==> config.mk <==
export PLATFORM = sky130hd
export DESIGN_NAME = retire_trace_fifo
export DESIGN_NICKNAME = d
export VERILOG_FILES = /design/src/rtl/retire_trace_fifo.sv
export SDC_FILE = /design/constraint.sdc
export NUM_CORES = 1
export LEC_CHECK = 0
export ABC_AREA = 1
export ABC_CLOCK_PERIOD_IN_PS = 5600
export CAP_MARGIN = 20
export CORE_UTILIZATION = 61
export DETAILED_ROUTE_END_ITERATION = 10
export PLACE_DENSITY_LB_ADDON = 0.2
export SETUP_SLACK_MARGIN = 0.1
export SYNTH_ARGS = -nofsm -noshare
export SYNTH_HDL_FRONTEND = slang
export SYNTH_SLANG_ARGS = --single-unit
export TNS_END_PERCENT = 10
==> constraint.sdc <==
create_clock -name clk -period 5.6 [get_ports clk]
set_input_delay 1.12 -clock clk [delete_from_list [all_inputs] [get_ports clk]]
set_output_delay 1.12 -clock clk [all_outputs]
set_load 0.02 [all_outputs]
==> src/rtl/retire_trace_fifo.sv <==
// retire_trace_fifo: first-word-fall-through FIFO of W-stage retire records {pc, addr, data}
// Define RETIRE_TRACE_DROPCNT_EN to add a saturating drop_cnt output.
module retire_trace_fifo #(
  parameter int DEPTH = 16,
  parameter int AW    = 4
) (
  input  logic          clk,
  input  logic          reset,
  input  logic          wb_en,
  input  logic [31:0]   wb_pc,
  input  logic [4:0]    wb_addr,
  input  logic [31:0]   wb_data,
  output logic          out_valid,
  input  logic          out_ready,
  output logic [31:0]   out_pc,
  output logic [4:0]    out_addr,
  output logic [31:0]   out_data,
  output logic [AW:0]   count,
`ifdef RETIRE_TRACE_DROPCNT_EN
  output logic [15:0]   drop_cnt,
`endif
  output logic          overflow,
  input  logic          clr_ovf
);
  logic [68:0] r_mem [DEPTH];
  logic [AW-1:0] r_wr, r_rd;
  logic [AW:0] r_count;
  logic r_ovf;
  logic w_push, w_pop, w_full, w_acc, w_drop, w_ne;
  logic [68:0] w_head;
  always_comb begin
    w_ne   = r_count != '0;
    w_full = r_count == (AW+1)'(DEPTH);
    w_push = wb_en && (wb_addr != 5'd0);
    w_pop  = w_ne && out_ready;
    // a pop on the same edge frees the slot the full-FIFO push needs
    w_acc  = w_push && (!w_full || w_pop);
    w_drop = w_push && w_full && !w_pop;
    w_head = w_ne ? r_mem[r_rd] : '0;
  end
  assign out_valid = w_ne;
  assign out_pc    = w_head[68:37];
  assign out_addr  = w_head[36:32];
  assign out_data  = w_head[31:0];
  assign count     = r_count;
  assign overflow  = r_ovf;
  always_ff @(posedge clk)
    if (w_acc) r_mem[r_wr] <= {wb_pc, wb_addr, wb_data};
  always_ff @(posedge clk or posedge reset)
    if (reset) begin
      r_wr    <= '0;
      r_rd    <= '0;
      r_count <= '0;
      r_ovf   <= 1'b0;
    end else begin
      if (w_acc) r_wr <= r_wr + AW'(1);
      if (w_pop) r_rd <= r_rd + AW'(1);
      if (w_acc && !w_pop) r_count <= r_count + (AW+1)'(1);
      else if (!w_acc && w_pop) r_count <= r_count - (AW+1)'(1);
      r_ovf <= w_drop ? 1'b1 : clr_ovf ? 1'b0 : r_ovf;
    end
`ifdef RETIRE_TRACE_DROPCNT_EN
  logic [15:0] r_drop;
  assign drop_cnt = r_drop;
  always_ff @(posedge clk or posedge reset)
    if (reset) r_drop <= '0;
    else if (w_drop) r_drop <= clr_ovf ? 16'd1 : (r_drop == 16'hFFFF) ? r_drop : r_drop + 16'd1;
    else if (clr_ovf) r_drop <= '0;
`endif
endmodule
==> out/results.tsv <==
metric	value	unit
grt_antenna_before_repair	6	
yosysWarningCount	0	
portBuffers	149	
worst_slew_pin_slew	1.15	ns
cts_htree_levels	3	
grt-ovfl-total	0	
critical_path_peak_fanout	109	
criticalPathCategory	reg -> out	
crit_required	4.48	ns
share_comb_of_total_power	37.4	%
syn-instance-count	4432	
ir_worst_vdd	0.589	mV
ios	150	
drive_above_1_share	5.30	%
floorplan.die_area	0.0787	mm2
power_leakage	21.8	nW
antenna_left	0	
fin_hold_ws	0.568	ns
fmaxAchievable	197	MHz
power.sequential.fraction	36.9	%
rsz_0062_raised_after_global_routing	no	
avgSynthCellArea	10.7	um2
setup-violations-final	0	
fp.dieH	281	um
clk_pwr_share	25.7	%
critPathCaptureType	primary output	
crit_path_max_incr_delay	0.70	ns
vias	31400	
core_area	0.0763	mm2
clock_skew	0.0158	ns
critPathSlowestCell	clkdlybuf4s50_1	
detailedPlacementHpwl	54600	um
cts_resized	0	
most_frequent_cell_on_critical_path	nand2_1	
first_pass_grt_wire_length	173000	um
grt_start_max_net_pins	189	
critPathBufInv	3	
seq_area	0.0335	mm2
clk-insertion-delay-late	0.67	ns
min_path_type	reg -> reg	
max_slew_margin	23.6	%
crit_path_cell_trace	inv_8, buf_4, nand2_1, nand2_1, nand2_1, nand3_1, nand3_1, a21oi_1, clkdlybuf4s50_1	
row_count	101	
syn-cell-area	0.0473	mm2
tns	0	ns
grtUsageTotal	29.0	%
synth_fp_nets	4516	
drc_violations_left	0	
floorplan.die.width	281	um
gp_congestion	0.784	
synth_cell_types	20	
synth_seq_area_share	70.8	%
worst_path_arrival	3.97	ns
post-route-min-period	5.09	ns
tritoncts_clock_tree	done	
crit_family	buffers and inverters	
cts.sink_count	1118	
clkSlewWorstSetupHoldPaths	0.06	ns
multi_input_area	0.0106	mm2
number_of_storage_elements_in_the_synthesis_netlist	1118	
number_of_global_route_vias_before_repair	30300	
layout.filler_cells	5286	
postCtsSetupBuffers	0	
detail_route.first_pass.iterations	6	
final_nets	4601	
route.detailed.wl_per_inst	20.1	um
initial_core_util	62.0	%
timing.max_cap.violations	0	
flow.area_growth_from_synthesis	12.9	%
crit_path_start_kind	flip-flop	
cts_buffers	107	
min_period_over_period	90.8	%
hold_buffers	0	
power_density_relative_to_cell_area	522	mW/mm2
vias_per_cell	5.58	
first_iter_violations	3823	
run_status	completed	
final-max-slew-violation-count	0	
final_count_of_hold_timing_violations	0	
clock-root-buffer	clkbuf_16	
swShare	37.2	%
route.final.wire_length	113000	um
p_int	17.5	mW
clk_path_buf_depth	3	
power_switching	10.4	mW
[routing by layer]
metal	routed length, um	global-route usage, %	vias to the layer above
met2	54400	47.2	1482
met3	10200	4.40	183
met1	45800	40.5	15100
met5	55	0	-
li1	-	-	14700
met4	2540	9.33	8
[kinds of logic after synthesis]
group                      after synthesis  share of synthesized area (%)
buffers and inverters                  810                           7.00
AOI/OAI and AO/OA                       77                          0.817
and+or+nand+nor                       2408                           20.9
xor gates and xnor gates                 9                          0.167
DFF                                   1118                           70.8
adders and majority gates               10                          0.280
[synth_stat cells, drive strengths merged]
master / number / share of area [%]
o21ai: 5 / 0.053
xnor2: 1 / 0.019
xor2: 8 / 0.15
clkbuf: 65 / 0.52
nand3: 698 / 7.4
o22ai: 1 / 0.013
ha: 9 / 0.24
nor2: 25 / 0.20
inv: 571 / 4.5
nand2: 1685 / 13
dfrtp: 14 / 0.74
fa: 1 / 0.042
buf: 174 / 2.0
a21oi: 71 / 0.75
edfxtp: 1104 / 70
[worst register-to-register path: stages, from the launching register on]
cell and delay, ns:
dfrtp_1 0.45, nor2_1 0.17, nand2_1 0.11, nor2_4 0.80, buf_4 0.51, inv_1 0.22, nand2_1 0.28, ha_1 0.29
inv_1 0.10, ha_1 0.33, nand2_1 0.11, nand2_1 0.05, a21oi_1 0.15, xor2_1 0.16, nand2_1 0.06, nand2_1 0.06
[path summary, 6_finish.rpt]
kind / startpoint / endpoint / slack (ns) / cells past startpoint
worst max-delay path: r_rd[0] / out_data[3] / 0.51 / 9
worst min-delay path: r_wr[0] / r_wr[0] / 0.57 / 1
worst max register to register: count[0] / count[4] / 1.71 / 15
worst min register to register: r_wr[0] / r_wr[0] / 0.57 / 1
max in group asynchronous: reset / r_rd[2] / 4.28 / 2
min in group asynchronous: reset / count[1] / 0.84 / 2
[layout by cell type (no fill, tap or decap)]
master / instances
nand3_1: 698
clkinv_1: 22
nand2_1: 1685
clkbuf_8: 1
buf_4: 37
xor2_1: 8
dfrtp_4: 4
o22ai_1: 1
clkinvlp_4: 2
diode_2: 3
bufinv_16: 12
ha_1: 9
xnor2_1: 1
clkbuf_16: 111
buf_12: 29
a21oi_1: 71
clkdlybuf4s50_1: 149
edfxtp_1: 1104
clkinv_2: 26
clkbuf_1: 22
dfrtp_1: 10
inv_8: 2
nor2_4: 17
fa_1: 1
nor2_1: 8
inv_1: 567
o21ai_0: 5
inv_6: 2
inv_4: 1
[power groups by stage]
stage | clock (mW) | combinational, mW | sequential [mW]
after floorplan | 0 | 6.69 | 10.4
after global placement | 0 | 10.2 | 10.4
after detailed placement | 0 | 10.3 | 10.5
after CTS | 7.24 | 10.4 | 10.3
after global routing | 7.54 | 11.4 | 10.3
final | 7.17 | 10.4 | 10.3
[area by class of cell]
class / instances / share of cell area, %
antenna: 3 / 0.0140
multi-input combinational: 2504 / 19.9
sequential: 1118 / 62.7
inverter: 571 / 4.05
tap: 1030 / 2.41
clock buffer: 134 / 5.38
clock inverter: 63 / 1.12
timing repair buffer: 215 / 4.40
[state kept, by name, indices dropped and copies added (netlist names)]
register	cells
r_wr	4
overflow	1
r_mem	1104
r_rd	4
count	5
[per-stage QoR]
step | cells | worst slack (ns) | util, % | area, um2 | power [mW]
after floorplan | 4432 | 0.507 | - | 47300 | 17.1
after CTS | 5635 | 0.621 | 70.0 | 53400 | 27.9
after global placement | 5438 | 1.11 | 65.5 | 50000 | 20.7
after detailed placement | 5438 | 1.10 | 65.5 | 50000 | 20.8
after global routing | 5636 | 0.495 | 70.0 | 53400 | 29.3
final | 5638 | 0.514 | 70.0 | 53400 | 27.9
No activity file was read; power rests on OpenSTA's default activity.
